==> config.mk <==
export PLATFORM = sky130hd
export DESIGN_NAME = dm_uart_rx
export DESIGN_NICKNAME = d
export VERILOG_FILES = /design/src/rtl/dm_uart_rx_pkg.sv /design/src/rtl/dm_rx_fifo.sv /design/src/rtl/dm_uart_rx.sv
export SDC_FILE = /design/constraint.sdc
export NUM_CORES = 1
export LEC_CHECK = 0
export ABC_CLOCK_PERIOD_IN_PS = 5820
export CAP_MARGIN = 20
export CORE_MARGIN = 1.5
export CORE_UTILIZATION = 45
export DETAILED_ROUTE_END_ITERATION = 8
export GPL_ROUTABILITY_DRIVEN = 0
export PLACE_DENSITY = 0.81
export REMOVE_ABC_BUFFERS = 1
export SYNTH_ARGS = -nofsm -noshare
export SYNTH_HDL_FRONTEND = slang
export SYNTH_SLANG_ARGS = --single-unit
export TNS_END_PERCENT = 30
==> constraint.sdc <==
create_clock -name i_clk -period 5.82 [get_ports i_clk]
set_input_delay 0.873 -clock i_clk [delete_from_list [all_inputs] [get_ports i_clk]]
set_output_delay 0.873 -clock i_clk [all_outputs]
set_load 0.005 [all_outputs]
==> src/rtl/dm_uart_rx_pkg.sv <==
// Shared definitions for the memory-mapped UART receiver.
// Holds the register offsets inside the 3-word window, the STATUS bit
// positions, the DATA valid bit position and the receiver FSM state type.
package dm_uart_rx_pkg;

    localparam int WORD_SIZE = 32;

    localparam logic [31:0] OFF_DATA   = 32'h0000_0000;
    localparam logic [31:0] OFF_STATUS = 32'h0000_0004;
    localparam logic [31:0] OFF_BAUD   = 32'h0000_0008;

    localparam int DATA_VALID_BIT = 31;

    localparam int STAT_NOT_EMPTY = 0;
    localparam int STAT_FULL      = 1;
    localparam int STAT_OVERRUN   = 2;
    localparam int STAT_FRAME_ERR = 3;

    typedef enum logic [1:0] {
        ST_IDLE  = 2'd0,
        ST_START = 2'd1,
        ST_DATA  = 2'd2,
        ST_STOP  = 2'd3
    } rx_state_e;

endpackage

==> src/rtl/dm_rx_fifo.sv <==
// Small synchronous FIFO holding received bytes.
// Ports: clk/rst (sync, active-high), push/din write side, pop read side,
// head = oldest entry (combinational), count/full/empty occupancy.
// A pop and a push in the same cycle both happen; a pop frees the slot
// first, so a full FIFO accepts a simultaneous push.
module dm_rx_fifo #(
    parameter  int DEPTH = 4,
    parameter  int WIDTH = 8,
    localparam int AW    = $clog2(DEPTH)
) (
    input  logic             clk,
    input  logic             rst,
    input  logic             push,
    input  logic             pop,
    input  logic [WIDTH-1:0] din,
    output logic [WIDTH-1:0] head,
    output logic [AW:0]      count,
    output logic             full,
    output logic             empty
);

    logic [WIDTH-1:0] mem_r [DEPTH];
    logic [AW-1:0]    wr_ptr_r;
    logic [AW-1:0]    rd_ptr_r;
    logic             do_pop_s;
    logic             do_push_s;

    assign full      = (count == (AW+1)'(DEPTH));
    assign empty     = (count == '0);
    assign head      = mem_r[rd_ptr_r];
    assign do_pop_s  = pop && !empty;
    assign do_push_s = push && (!full || do_pop_s);

    // Storage array; contents are don't-care until written.
    always_ff @(posedge clk) begin
        if (do_push_s) begin
            mem_r[wr_ptr_r] <= din;
        end
    end

    // Pointers and occupancy count.
    always_ff @(posedge clk) begin
        if (rst) begin
            wr_ptr_r <= '0;
            rd_ptr_r <= '0;
            count    <= '0;
        end else begin
            if (do_push_s) begin
                wr_ptr_r <= wr_ptr_r + AW'(1);
            end
            if (do_pop_s) begin
                rd_ptr_r <= rd_ptr_r + AW'(1);
            end
            case ({do_push_s, do_pop_s})
                2'b10:   count <= count + (AW+1)'(1);
                2'b01:   count <= count - (AW+1)'(1);
                default: count <= count;
            endcase
        end
    end

endmodule

==> src/rtl/dm_uart_rx.sv <==
// Memory-mapped 8N1 UART receiver on the core data-memory bus.
// Ports: i_clk/i_rst (sync, active-high); i_rx serial line (idle high);
// i_DM_addr/i_DM_wd/i_DM_wen/i_DM_ren bus request; o_DM_rd combinational
// read data; o_DM_sel high when the address hits DATA, STATUS or BAUD_DIV;
// o_irq registered, high while bytes are queued or an error flag is set.
module dm_uart_rx
    import dm_uart_rx_pkg::*;
#(
    parameter logic [31:0] BASE_ADDR    = 32'h0001_0000,
    parameter int          CLKS_PER_BIT = 104,
    parameter int          FIFO_DEPTH   = 4
) (
    input  logic                 i_clk,
    input  logic                 i_rst,
    input  logic                 i_rx,
    input  logic [WORD_SIZE-1:0] i_DM_addr,
    input  logic [WORD_SIZE-1:0] i_DM_wd,
    input  logic [3:0]           i_DM_wen,
    input  logic                 i_DM_ren,
    output logic [WORD_SIZE-1:0] o_DM_rd,
    output logic                 o_DM_sel,
    output logic                 o_irq
);

    localparam int AW = $clog2(FIFO_DEPTH);

    logic            rx_meta_r, rx_sync_r, rx_prev_r;
    rx_state_e       state_r;
    logic [15:0]     baud_div_r;
    logic [15:0]     period_m1_r;
    logic [15:0]     cnt_r;
    logic [2:0]      bit_idx_r;
    logic [7:0]      shift_r;
    logic            overrun_r, frame_err_r, irq_r;

    logic [31:0]     offset_s;
    logic            sel_data_s, sel_status_s, sel_baud_s;
    logic            word_wr_s, clr_wr_s, baud_wr_s;
    logic            pop_s, push_s, overflow_s, frame_bad_s;
    logic [16:0]     half_s;
    logic            start_tick_s, bit_tick_s, stop_tick_s;
    logic [7:0]      head_s;
    logic [AW:0]     count_s;
    logic            full_s, empty_s;
    logic [31:0]     rd_s;
    logic            unused_wd_bits_s;

    // Address decode: only the three exact word addresses are claimed.
    assign offset_s     = i_DM_addr - BASE_ADDR;
    assign sel_data_s   = (offset_s == OFF_DATA);
    assign sel_status_s = (offset_s == OFF_STATUS);
    assign sel_baud_s   = (offset_s == OFF_BAUD);
    assign o_DM_sel     = sel_data_s || sel_status_s || sel_baud_s;

    assign word_wr_s    = (i_DM_wen == 4'b1111);
    assign clr_wr_s     = word_wr_s && sel_status_s;
    assign baud_wr_s    = word_wr_s && sel_baud_s;
    assign pop_s        = i_DM_ren && sel_data_s && !empty_s;
    assign unused_wd_bits_s = ^i_DM_wd[31:16];

    // Mid-bit sample points; START waits floor(P/2) with P = period_m1 + 1.
    assign half_s       = ({1'b0, period_m1_r} + 17'd1) >> 1;
    assign start_tick_s = (state_r == ST_START) && (({1'b0, cnt_r} + 17'd1) >= half_s);
    assign bit_tick_s   = (cnt_r == period_m1_r);
    assign stop_tick_s  = (state_r == ST_STOP) && bit_tick_s;
    assign push_s       = stop_tick_s && rx_sync_r;
    assign frame_bad_s  = stop_tick_s && !rx_sync_r;
    assign overflow_s   = push_s && full_s && !pop_s;

    dm_rx_fifo #(
        .DEPTH (FIFO_DEPTH),
        .WIDTH (8)
    ) u_fifo (
        .clk   (i_clk),
        .rst   (i_rst),
        .push  (push_s),
        .pop   (pop_s),
        .din   (shift_r),
        .head  (head_s),
        .count (count_s),
        .full  (full_s),
        .empty (empty_s)
    );

    // Combinational read mux so the single-cycle core sees data this cycle.
    always_comb begin
        rd_s = 32'd0;
        if (sel_data_s) begin
            if (!empty_s) begin
                rd_s[DATA_VALID_BIT] = 1'b1;
                rd_s[7:0]            = head_s;
            end else begin
                rd_s = 32'd0;
            end
        end else if (sel_status_s) begin
            rd_s[STAT_NOT_EMPTY] = !empty_s;
            rd_s[STAT_FULL]      = full_s;
            rd_s[STAT_OVERRUN]   = overrun_r;
            rd_s[STAT_FRAME_ERR] = frame_err_r;
        end else if (sel_baud_s) begin
            rd_s[15:0] = baud_div_r;
        end else begin
            rd_s = 32'd0;
        end
    end

    assign o_DM_rd = rd_s;
    assign o_irq   = irq_r;

    // Two-flop synchroniser plus a delayed copy for falling-edge detection.
    always_ff @(posedge i_clk) begin
        if (i_rst) begin
            rx_meta_r <= 1'b1;
            rx_sync_r <= 1'b1;
            rx_prev_r <= 1'b1;
        end else begin
            rx_meta_r <= i_rx;
            rx_sync_r <= rx_meta_r;
            rx_prev_r <= rx_sync_r;
        end
    end

    // Receiver FSM; the bit period is latched at the start edge so BAUD_DIV
    // writes during a frame only apply to the next one.
    always_ff @(posedge i_clk) begin
        if (i_rst) begin
            state_r     <= ST_IDLE;
            period_m1_r <= 16'(CLKS_PER_BIT - 1);
            cnt_r       <= 16'd0;
            bit_idx_r   <= 3'd0;
            shift_r     <= 8'd0;
        end else begin
            case (state_r)
                ST_IDLE: begin
                    if (rx_prev_r && !rx_sync_r) begin
                        state_r     <= ST_START;
                        period_m1_r <= baud_div_r;
                        cnt_r       <= 16'd0;
                    end
                end
                ST_START: begin
                    if (start_tick_s) begin
                        cnt_r     <= 16'd0;
                        bit_idx_r <= 3'd0;
                        // A high line here was a glitch, not a start bit.
                        state_r   <= rx_sync_r ? ST_IDLE : ST_DATA;
                    end else begin
                        cnt_r <= cnt_r + 16'd1;
                    end
                end
                ST_DATA: begin
                    if (bit_tick_s) begin
                        cnt_r   <= 16'd0;
                        shift_r <= {rx_sync_r, shift_r[7:1]};
                        if (bit_idx_r == 3'd7) begin
                            state_r <= ST_STOP;
                        end
                        bit_idx_r <= bit_idx_r + 3'd1;
                    end else begin
                        cnt_r <= cnt_r + 16'd1;
                    end
                end
                ST_STOP: begin
                    if (bit_tick_s) begin
                        cnt_r   <= 16'd0;
                        state_r <= ST_IDLE;
                    end else begin
                        cnt_r <= cnt_r + 16'd1;
                    end
                end
                default: begin
                    state_r <= ST_IDLE;
                    cnt_r   <= 16'd0;
                end
            endcase
        end
    end

    // Baud divisor, sticky error flags (a new event wins over a W1C clear) and irq.
    always_ff @(posedge i_clk) begin
        if (i_rst) begin
            baud_div_r  <= 16'(CLKS_PER_BIT - 1);
            overrun_r   <= 1'b0;
            frame_err_r <= 1'b0;
            irq_r       <= 1'b0;
        end else begin
            if (baud_wr_s) begin
                baud_div_r <= i_DM_wd[15:0];
            end
            if (overflow_s) begin
                overrun_r <= 1'b1;
            end else if (clr_wr_s && i_DM_wd[STAT_OVERRUN]) begin
                overrun_r <= 1'b0;
            end
            if (frame_bad_s) begin
                frame_err_r <= 1'b1;
            end else if (clr_wr_s && i_DM_wd[STAT_FRAME_ERR]) begin
                frame_err_r <= 1'b0;
            end
            irq_r <= (count_s != '0) || overrun_r || frame_err_r;
        end
    end

endmodule

==> results.md, run 1 <==
Pwr:
- Cell internal power was estimated by the tool at between 1000 and 1500 uW.
- The clock network is responsible for 41.7% of the overall power.
- The combinational group share of total power is between 8 and 9%.
- The total leakage power is 0.00251 uW.
- The net switching power is 400 uW.
- Net switching is 25.0% of the power.
- The power after layout is about 1600 uW.
- The worst IR drop on VDD is about 0.17 mV.
- The register share of total power is 49.7%.
- For this design the ratio of total power to cell area is 235 nW/um2.

Layout:
- The multi-input combinational cells in the finished layout cover a total of 2950 um2.
- Leaving out fill and tap cells, the most frequent cell in the layout is nand2_1.
- The layout has 1026 filler cells.
- The area growth from synthesis to layout is 19.4%.
- The repair_antennas step left the layout with diodes totalling 0.
- The post-route netlist has 6.66% of its cells at a drive strength greater than 1.
- The number of nets in the final layout is about 770.
- The sequential cell area is 2480 um2.
- Leaving out fill and tap cells, the most frequent cells in the layout are nand2_1 (121), dfxtp_1 (76), clkdlybuf4s50_1 (73).
- The post-route cell area is approximately 6800 um2.

Clocking:
- The number of hold buffers added after CTS is 0.
- TritonCTS built the clock tree.
- The depth of the CTS H-tree is 3.
- In this run the deepest clock path goes through 2 buffers.
- The insertion delay of the later-clocked pin in the worst-skew pair is 360 ps.
- The clock tree root buffer cell is clkbuf_16.
- Post-CTS timing repair inserted 0 buffers for setup.
- The clock sink total is ~110.
- The post-cts repair resize count is 0.
- The number of CTS-inserted buffers is 9.
- The clock slew seen by the registers of the worst setup and hold paths is 80 ps.

Floorplan:
- After floorplanning, the core was sized to cover 12200 um2.
- 106 I/O pins were placed.
- The overall die height is 115 um.
- The floorplan step defined a die boundary enclosing roughly 13000 um2.
- The chip width is 115 um.
- The initialized floorplan defines 40 standard-cell rows.
- The initial utilization of the core area, before any placement, comes to 46.8%.

Run status:
- The run finished with clean final reports.

Drt:
- Wires add up to between 10000 and 15000 um.
- Once detail routing completed, the nets flagged for antenna violations numbered 0.
- In the routed layout, each cell is associated on average with a via count of 5.45.
- The number of iterations in the first detailed-routing pass is 5.
- The number of violations reported at the end of detailed-routing iteration 0 is 299.
- After detailed routing, the average wire length per cell comes to 16.1 um.
- The total number of vias is between 4000 and 5000.
- For this run, design rule violations remaining after detail routing come to 0.

Yosys:
- Averaged over all synthesized cells, the footprint is approximately 9.3 um2.
- The synthesized netlist contains 67 unique library cells.
- Counting flops with a built-in enable in the synthesized netlist gives 32.
- The synthesized design spends more area on one cell type than any other, namely dfxtp_1.
- Yosys attributes the largest share of cell area to dfxtp_1 (27%), edfxtp_1 (17%), nand2_1 (8.0%).
- For this run, the leading register cell type out of synthesis is dfxtp_1.
- During synthesis, Yosys emitted a total of 0 warnings.
- The gate count of the mapped netlist is about 600.
- The fraction of registers with async set or reset after synthesis is 0%.
- The number of synthesized register bits is approximately 110.
- Summing the sequential cell areas from Yosys gives 43.6% of the chip area.
- The combined area of all synthesized cells is 5690 um2.
- The area share of the leading cell type in the synthesized netlist is 26.7%.

Global route:
- The number of global-route vias before repair is ~4700.
- The first global-routing pass estimated 22500 um of wire.
- Summed over all layers, the global routing overflow is 0.
- Global routing used about 22% of the available tracks across all layers.
- The initial antenna violation count is 0.
- The largest net degree at the start of global routing is 76.

Critical path:
- In this run the register-to-register setup slack is ~1600 ps.
- The origin of the critical flop-to-flop path is cnt_r[2].
- The worst path required time is 4950 ps.
- STA classifies the critical path endpoint as an output pin.
- At the worst endpoint, the arrival time is 3450 ps.
- STA classifies the critical path startpoint as an input port.
- The type of the worst setup path is input port to output pin.
- Of all nets on the critical path, the largest fanout is 10.
- In this run the worst setup path begins at i_DM_addr[22].

Worst hold path:
- The startpoint identified for the worst hold timing path is rx_meta_r.
- The type of the most critical hold path is flop to flop.

Timing:
- The fmax is 231 MHz.
- The total count of max-transition violations in the final report was 0.
- Setup repair after global routing left no endpoint under its margin.
- The number of hold-slack violations in the final timing report is 0.
- Headroom to the max-slew limit came out at 36.5%.
- The clock arrives with about 8.5 ps of skew.
- Dividing the final minimum period by the clock period gives 74.3%.
- The final critical path time including I/O delays and setup is 4320 ps.
- The measured slew at the worst slew-check pin is ~940 ps.
- The final setup violation count is 0.
- For the final routed database, the setup TNS stands at 0 ps.

Run:
- Across the run, the number of max-cap violations was 0.

Placement:
- The cell area after placement is 6460 um2.
- The total of buffers placed on input and output ports is 74.
- Detailed placement finished with a half-perimeter wire length of just over 10000 um.
[synthesized netlist by cell type, types with 8 or more instances]
library cell	number
and2_1	19
ha_1	24
o21ai_0	14
buf_4	15
nor4_1	9
a21oi_1	41
nand4_1	8
mux4_2	8
nor2_1	32
nand3b_1	15
clkbuf_1	20
xor2_1	26
nand3_1	24
inv_1	15
xnor2_1	18
edfxtp_1	32
dfxtp_1	76
nand2_1	121
[power groups by stage]
stage	clock network [uW]	registers (uW)	logic, uW
2_1_floorplan	0	807	69.3
3_3_place_gp	0	811	131
3_5_place_dp	0	812	136
4_1_cts	674	795	137
5_1_grt	703	798	153
6_report	667	795	138
[routing by layer]
layer / up-vias / GRT usage [%] / part of all wire, %
li1: 2233 / - / -
met1: 2213 / 25.7 / 41
met2: 128 / 37.7 / 52
met3: 29 / 4.55 / 4.5
met4: 0 / 8.89 / 2.3
met5: - / 0 / 0
[metrics by stage]
| stage | setup WS (ps) | instances | hold slack (ps) | utilization (%) |
|---|---|---|---|---|
| final | 1500 | 844 | 433 | 55.9 |
| after global routing | 1300 | 844 | 470 | 55.9 |
| after CTS | 1530 | 844 | 441 | 55.9 |
| after detailed placement | 1570 | 828 | 410 | 53.1 |
| after global placement | 1600 | 828 | 400 | 53.1 |
| after floorplan | 2510 | 582 | 389 | - |
[critical path, cell delays in order]
cell             delay [ps]
clkdlybuf4s50_1         400
nor4b_1                 380
nand4_1                 320
nor4b_4                 600
and2_0                  210
a221o_1                 160
clkdlybuf4s50_1         510
[area by class of cell]
type	count	share of cell area, %
clock buffers	9	3.31
inverters	15	0.828
flip-flops and latches	108	36.5
repair buffers	78	11.3
clock inverters	7	1.62
well taps	168	3.09
multi-input cells	459	43.4
[final timing paths]
| path | to | cells past startpoint |
|---|---|---|
| setup / recovery | o_DM_rd[2] | 7 |
| hold / removal | rx_sync_r | 1 |
| setup reg to reg | cnt_r[13] | 13 |
| hold reg to reg | rx_sync_r | 1 |
[logic make-up (layout without fill, tap and decap cells)]
family / after synthesis / after routing / share of synthesized area (%)
adder cells (fa/ha/maj): 25 / 25 / 5.63
AND/OR/NAND/NOR: 273 / 273 / 24.4
multiplexers: 12 / 12 / 3.93
XOR/XNOR: 44 / 44 / 6.77
flip-flops: 108 / 108 / 43.6
AO/OA/AOI/OAI: 90 / 90 / 10.0
other: 1 / 15 / 0.0659
buffers and inverters: 60 / 109 / 5.54
[sequential cells by signal, indices dropped and copies added, names as in the netlist, 2 cells and up, named ones only]
signal / count
u_fifo.rd_ptr_r: 2
shift_r: 8
u_fifo.count: 3
cnt_r: 16
period_m1_r: 16
bit_idx_r: 3
baud_div_r: 16
u_fifo.mem_r: 32
u_fifo.wr_ptr_r: 2
(Power assumes the default switching activity.)
==> inputs of run 2 (changes only) <==
--- a/config.mk
+++ b/config.mk
@@ -5,7 +5,7 @@
 export SDC_FILE = /design/constraint.sdc
 export NUM_CORES = 1
 export LEC_CHECK = 0
-export ABC_CLOCK_PERIOD_IN_PS = 5820
+export ABC_CLOCK_PERIOD_IN_PS = 4500
 export CAP_MARGIN = 20
 export CORE_MARGIN = 1.5
 export CORE_UTILIZATION = 45
==> constraint.sdc (replaced) <==
create_clock -name i_clk -period 4.5 [get_ports i_clk]
set_input_delay 0.675 -clock i_clk [delete_from_list [all_inputs] [get_ports i_clk]]
set_output_delay 0.675 -clock i_clk [all_outputs]
set_load 0.005 [all_outputs]
==> results.md, run 2 (synthesis gave the netlist of run 1 again) <==
Run status:
- The flow ran to the end, and the final reports show no timing, DRC or antenna violations.

Timing:
- The share of the cycle needed by the critical path after routing is 87.0%.
- The normalized max-slew margin is 28.5% (-8.0 points).
- The number of hold-slack violations in the final timing report was 0 (unchanged).
- The total count of max-transition violations in the final report was 0 (unchanged).
- The worst setup skew after layout came to 10.5 ps (+1.97 ps).
- Counting I/O delays and the setup requirement, the final critical path takes 3910 ps.
- The final total negative setup slack is 0 ps (unchanged).
- The final setup violation count is 0 (unchanged).
- The measured slew at the worst slew-check pin is 1060 ps (+114 ps).
- The worst setup margin came to 586 ps (-911 ps).
- Setup repair after global routing left no endpoint under its margin.
- Static timing analysis puts the maximum clock frequency at 255 MHz.

Pwr:
- The total leakage power is 0.00250 uW (-0.42%).
- The worst IR drop on VDD came to 0.287 mV (+70%).
- The register share of total power was 51.7% (+2.0 points).
- The net switching power was 505 uW (+26%).
- The power after layout is 1990 uW (+24%).
- The internal power is 1480 uW (+24%).
- The clock power share came to 39.1% (-2.6 points).
- The switching power as a share of total power is 25.4% (+0.36 points).
- The power per standard cell area is 294 nW/um2 (+25%).
- The combinational group share of total power came to 9.2% (+0.6 points).

Global route:
- The number of global-route vias before repair is 4742 (+0.59%).
- The largest net degree at the start of global routing is 66 (-13%).
- The global-route usage over all layers is 21.5% (about the same).
- The leftover overflow at the end of global routing came to 0 (unchanged).
- The first-pass GRT wire length is 22300 um (-0.68%).
- The initial antenna violation count is 0 (unchanged).

Layout:
- The flip-flop count of the largest register, all copies and words added is 32 (unchanged).
- The share of final-layout standard cells stronger than drive strength 1 is 6.78% (+0.13 points).
- The antenna cell count is 0 (unchanged).
- The most common library cell in the layout ignoring fill and taps is nand2_1.
- The largest register by flop count is u_fifo.mem_r.
- The share of the core filled with cells in the final layout came to 55.6% (-0.24 points).
- The post-route cell area is 6770 um2 (-0.42%).
- The multi-input combinational cell area came to 2950 um2 (unchanged).
- From synthesis to final layout, the design area changed by 18.9%.
- The number of nets in the final layout is 770 (+0.26%).
- In the layout the commonest cells are nand2_1 (121), dfxtp_1 (76), clkdlybuf4s50_1 (73).
- The number of filler cells placed in the layout is 1036 (+0.97%).
- The sequential cell area was 2480 um2 (unchanged).

Clocking:
- The clock tree root buffer cell is clkbuf_16.
- The TritonCTS clock tree is yes.
- The number of hold buffers added after CTS was 0 (unchanged).
- The clock slew seen by the registers of the worst setup and hold paths came to 80 ps (about the same).
- The insertion delay of the later-clocked pin in the worst-skew pair came to 360 ps (about the same).
- The number of buffers inserted by post-CTS setup repair is 0 (unchanged).
- The largest buffer count on any clock path is 2 (unchanged).
- The depth of the CTS H-tree came to 3 (unchanged).
- The clock sink total came to 108 (unchanged).
- The post-cts repair resize count came to 0 (unchanged).
- The number of CTS-inserted buffers is 9 (unchanged).

Floorplan:
- The I/O pin total is 106 (unchanged).
- The overall die area is 13300 um2 (unchanged).
- The overall die height is 115 um (unchanged).
- The core footprint was 12200 um2 (unchanged).
- The chip width is 115 um (unchanged).
- The initial standard-cell utilization of the core is 46.8% (unchanged).
- The number of cell rows came to 40 (unchanged).

Drt:
- The detail-routed net length per standard cell is 16.3 um (+1.7%).
- The via count normalized by instance count is 5.50 (+0.89%).
- The number of iterations in the first detailed-routing pass is 5 (unchanged).
- The final antenna-violating net count is 0 (unchanged).
- The total number of vias is 4655 (+1.1%).
- The number of violations reported at the end of detailed-routing iteration 0 is 291 (-2.7%).
- The final wirelength was 13800 um (+1.9%).
- The number of remaining DRC errors came to 0 (unchanged).

Critical path:
- The signal on the critical path passes through and4_1 -> nand3_1 -> or3_1 -> nor2_1 -> xor2_1 -> ha_1 -> nand3_1 -> nor2_1 -> a31oi_1 -> nand4_1 -> o21ai_1 -> buf_4 -> nand3b_1 -> o31ai_1.
- The critical path is of the flop to flop type.
- The delay contributed by the slowest stage of the critical path came to 530 ps (-70 ps).
- The startpoint type of the worst setup path is a flop.
- The worst setup path is captured at a flop.
- The worst path required time is 4760 ps (-190 ps).
- The peak fanout along the critical path was 12 (+2).
- The slowest stage of the critical path belongs to the cell dfxtp_1.
- The arrival time at the worst endpoint is 4180 ps (+730 ps).

Run:
- The max capacitance violation total is 0 (unchanged).

Placement:
- The pre-CTS setup slack was 623 ps (-945 ps).
- The total of buffers placed on input and output ports is 74 (unchanged).
- The cell area after placement was 6480 um2 (+0.23%).
- The total half-perimeter wirelength after legalization and detailed placement is 10400 um (+1.8%).

Worst hold path:
- The type of the most critical hold path is flop to flop.
-- run 2: cell count changes in the layout (fill, tap and decap cells not counted), sizes merged --
| cell | change |
|---|---|
| bufinv | -1 |
| clkbuf | +1 |
| clkinv | +3 |
| buf | +2 |
| inv | -3 |
-- run 2: power by group through the flow --
stage | Clock [uW] | Sequential [uW] | Combinational [uW]
after global routing | 819 | 1030 | 201
after floorplan | 0 | 1040 | 89.6
after detailed placement | 0 | 1050 | 179
final | 778 | 1030 | 183
after CTS | 782 | 1030 | 181
after global placement | 0 | 1050 | 171
-- run 2: critical path, delay by kind of cell, from the launching register on --
family,cells,cell delay (ps)
AO/OA/AOI/OAI,3,730
XOR/XNOR,1,230
adder cells (fa/ha/maj),1,280
buffers and inverters,1,160
AND/OR/NAND/NOR,8,1870
flip-flops,1,530
-- run 2: worst paths after layout --
| check | endpoint | cells past startpoint | slack, ps | start |
|---|---|---|---|---|
| worst min-delay path | rx_sync_r | 1 | 410 | rx_meta_r |
| worst max register to register | cnt_r[13] | 14 | 590 | cnt_r[5] |
| worst max-delay path | cnt_r[13] | 14 | 590 | cnt_r[5] |
| worst min register to register | rx_sync_r | 1 | 410 | rx_meta_r |
-- run 2: per-layer routing --
layer  GRT usage [%]  share of wire (%)
met3            5.13                6.0
met1            24.8                 41
met2            37.5                 50
met4            10.6                3.1
met5               0                  0
-- run 2: stage by stage --
| step | hold slack, ps | std cells |
|---|---|---|
| floorplan | 389 | 582 |
| global placement | 399 | 830 |
| detailed placement | 399 | 830 |
| CTS | 416 | 846 |
| global route | 448 | 846 |
| finish | 414 | 846 |
-- run 2: cell type report --
| class | count | share of cell area (%) |
|---|---|---|
| tap | 168 | 3.11 |
| timing repair buffer | 80 | 11.5 |
| clock inverter | 6 | 0.924 |
| inverter | 15 | 0.832 |
| clock buffer | 10 | 3.38 |
| sequential | 108 | 36.7 |
| multi-input combinational | 459 | 43.5 |
==> inputs of run 3 (changes only) <==
--- a/config.mk
+++ b/config.mk
@@ -12,6 +12,7 @@
 export DETAILED_ROUTE_END_ITERATION = 8
 export GPL_ROUTABILITY_DRIVEN = 0
 export PLACE_DENSITY = 0.81
+export RECOVER_POWER = 25
 export REMOVE_ABC_BUFFERS = 1
 export SYNTH_ARGS = -nofsm -noshare
 export SYNTH_HDL_FRONTEND = slang
==> results.md, run 3 (synthesis gave the netlist of run 1 again) <==
Critical path:
- The startpoint type of the worst setup path is a flop.
- The cell with the biggest individual delay on the critical path is dfxtp_1.
- The type of the worst setup path is flop to flop.
- The kind of cell with the highest combined delay along the critical path is simple AND/OR/NAND/NOR gates.
- The peak fanout along the critical path is 12 (unchanged).
- The arrival time at the worst endpoint is 4170 ps (about the same).
- The critical path goes through and4_1 -> nand3_1 -> or3_1 -> nor2_1 -> xor2_1 -> ha_1 -> nand3_1 -> nor2_1 -> a31oi_1 -> nand4_1 -> o21ai_1 -> buf_4 -> nand3b_1 -> o31ai_1.
- The worst setup path is captured at a flop.
- The delay contributed by the slowest stage of the critical path is 530 ps (about the same).
- The worst path required time is 4760 ps (about the same).
- The buffers plus inverters on the worst setup path is 1 (unchanged).

Floorplan:
- The chip width is 115 um (unchanged).
- The core footprint is 12200 um2 (unchanged).
- The number of cell rows is 40 (unchanged).
- The I/O pin total came to 106 (unchanged).
- The overall die height came to 115 um (unchanged).
- The initial standard-cell utilization of the core is 46.8% (unchanged).
- The overall die area is 13300 um2 (unchanged).

Global route:
- The number of global-route vias before repair is 4742 (unchanged).
- The leftover overflow at the end of global routing is 0 (unchanged).
- The met1 global-route usage came to 24.8% (unchanged).
- The first-pass GRT wire length is 22300 um (unchanged).
- The global-route usage over all layers came to 21.5% (unchanged).
- The largest net degree at the start of global routing is 66 (unchanged).
- The met2 global-route usage is 37.5% (unchanged).
- The global routing met3 resource utilization is 5.13% (unchanged).
- The initial antenna violation count was 0 (unchanged).
- In this run the most used layer during global routing was met2.

Timing:
- The measured slew at the worst slew-check pin is 2490 ps (+1430 ps).
- The fmax came to 256 MHz (about the same).
- The final total negative setup slack is 0 ps (unchanged).
- The number of hold-slack violations in the final timing report came to 0 (unchanged).
- The normalized max-slew margin is -65.8% (-94 points).
- The total count of max-transition violations in the final report is 66 (+66).
- The worst setup margin is 588 ps (+2.41 ps).
- The final setup violation count is 0 (unchanged).
- Setup repair after global routing left no endpoint under its margin.
- The worst setup skew after layout is 9.29 ps (-1.21 ps).
- The final critical path time including I/O delays and setup is 3910 ps (-2.41 ps).
- The share of the cycle needed by the critical path after routing is 86.9% (about the same).

Drt:
- The number of iterations in the first detailed-routing pass is 5 (unchanged).
- The via count normalized by instance count is 5.49 (-0.19%).
- The detail-routed net length per standard cell is 16.3 um (-0.39%).
- The final wirelength is 13800 um (-0.39%).
- The total number of vias came to 4646 (-0.19%).
- The number of remaining DRC errors is 0 (unchanged).
- The final antenna-violating net count is 0 (unchanged).
- The number of violations reported at the end of detailed-routing iteration 0 is 272 (-6.5%).

Run status:
- The final reports fail on max-capacitance violations, max-slew violations.
- The flow ran to the end, but the final reports show violations.

Clocking:
- The clock slew seen by the registers of the worst setup and hold paths is 80 ps (about the same).
- The post-cts repair resize count is 0 (unchanged).
- The clock sink total was 108 (unchanged).
- The insertion delay of the later-clocked pin in the worst-skew pair is 360 ps (about the same).
- The depth of the CTS H-tree is 3 (unchanged).
- The number of hold buffers added after CTS is 0 (unchanged).
- The largest buffer count on any clock path is 2 (unchanged).
- The number of CTS-inserted buffers is 9 (unchanged).
- The number of buffers inserted by post-CTS setup repair came to 0 (unchanged).
- The clock tree root buffer cell is clkbuf_16.
- The TritonCTS clock tree is yes.

Placement:
- The instance count after placement with tap cells included is 830 (unchanged).
- The total half-perimeter wirelength after legalization and detailed placement is 10400 um (unchanged).
- The total of buffers placed on input and output ports is 74 (unchanged).
- The pre-CTS setup slack was 623 ps (unchanged).

Pwr:
- The worst IR drop on VDD is 0.283 mV (-1.5%).
- The power per standard cell area is 294 nW/um2 (about the same).
- The switching power as a share of total power is 25.4% (-0.029 points).
- The net switching power was 504 uW (-0.16%).
- The combinational group share of total power is 9.2% (about the same).
- The clock power share came to 39.1% (about the same).
- The internal power came to 1480 uW (about the same).
- The register share of total power is 51.8% (about the same).
- The total leakage power is 0.00250 uW (-0.10%).

Layout:
- The number of nets in the final layout was 770 (unchanged).
- The top cell types in the final layout, fill and taps aside, are nand2_1 (121), dfxtp_1 (76), clkdlybuf4s50_1 (71).
- The relative area change from synthesis to final layout is 18.8% (about the same).
- The library cell used most frequently in the layout, excluding fill and tap cells, is nand2_1.
- The antenna cell count was 0 (unchanged).
- The share of final-layout standard cells stronger than drive strength 1 is 6.49% (-0.29 points).
- The flip-flop count of the largest register, all copies and words added is 32 (unchanged).
- Ranked by flip-flop count, first place goes to u_fifo.mem_r.
- The non-filler instance count after layout is 846 (unchanged).

Worst hold path:
- The type of the most critical hold path is flop to flop.

Run:
- The max capacitance violation total was 1 (+1).
==> run 3: changes by cell type in the layout (fill, tap and decap cells not counted) <==
cell and delta:
dlygate4sd3_1 +2, clkdlybuf4s50_1 -2, buf_4 -1, clkbuf_1 +2
buf_2 -1
==> run 3: metal layers <==
| metal | wire (um) | part of all wire, % |
|---|---|---|
| met1 | 5600 | 41 |
| met5 | 0 | 0 |
| met3 | 751 | 5.5 |
| met4 | 432 | 3.1 |
| met2 | 6970 | 51 |
==> run 3: power by group through the flow <==
stage               clock, uW  combinational [uW]  sequential [uW]
global placement            0                 171             1050
detailed placement          0                 179             1050
CTS                       782                 181             1030
finish                    777                 183             1030
global route              819                 201             1030
floorplan                   0                89.6             1040
==> run 3: worst register-to-register path, delay by kind of cell (launching register included) <==
| family | cells | cell delay (ps) |
|---|---|---|
| xor gates and xnor gates | 1 | 230 |
| buffers and inverters | 1 | 160 |
| AOI/OAI and AO/OA | 3 | 730 |
| and+or+nand+nor | 8 | 1890 |
| adders and majority gates | 1 | 280 |
| DFF | 1 | 530 |
==> run 3: final timing paths <==
check	start	endpoint	slack, ps	depth (start not counted)
setup / recovery	cnt_r[5]	cnt_r[13]	590	14
hold reg to reg	rx_meta_r	rx_sync_r	410	1
hold / removal	rx_meta_r	rx_sync_r	410	1
setup reg to reg	cnt_r[5]	cnt_r[13]	590	14
==> run 3: stage by stage <==
| stage | hold slack [ps] | total power, uW | cell area [um2] | utilization, % |
|---|---|---|---|---|
| 6_report | 414 | 1990 | 6760 | 55.6 |
| 5_1_grt | 448 | 2050 | 6760 | 55.6 |
| 4_1_cts | 416 | 1990 | 6770 | 55.6 |
| 3_5_place_dp | 399 | 1230 | 6480 | 53.3 |
| 3_3_place_gp | 399 | 1220 | 6480 | 53.3 |
| 2_1_floorplan | 389 | 1130 | 5490 | - |
==> run 3: cell type report <==
cell class / instances / area, um2
Clock buffer: 10 / 229
Clock inverter: 6 / 62.6
Fill cell: 1034 / 5400
Inverter: 15 / 56.3
Multi-Input combinational cell: 459 / 2950
Sequential cell: 108 / 2480
Tap cell: 168 / 210
Timing Repair Buffer: 80 / 776
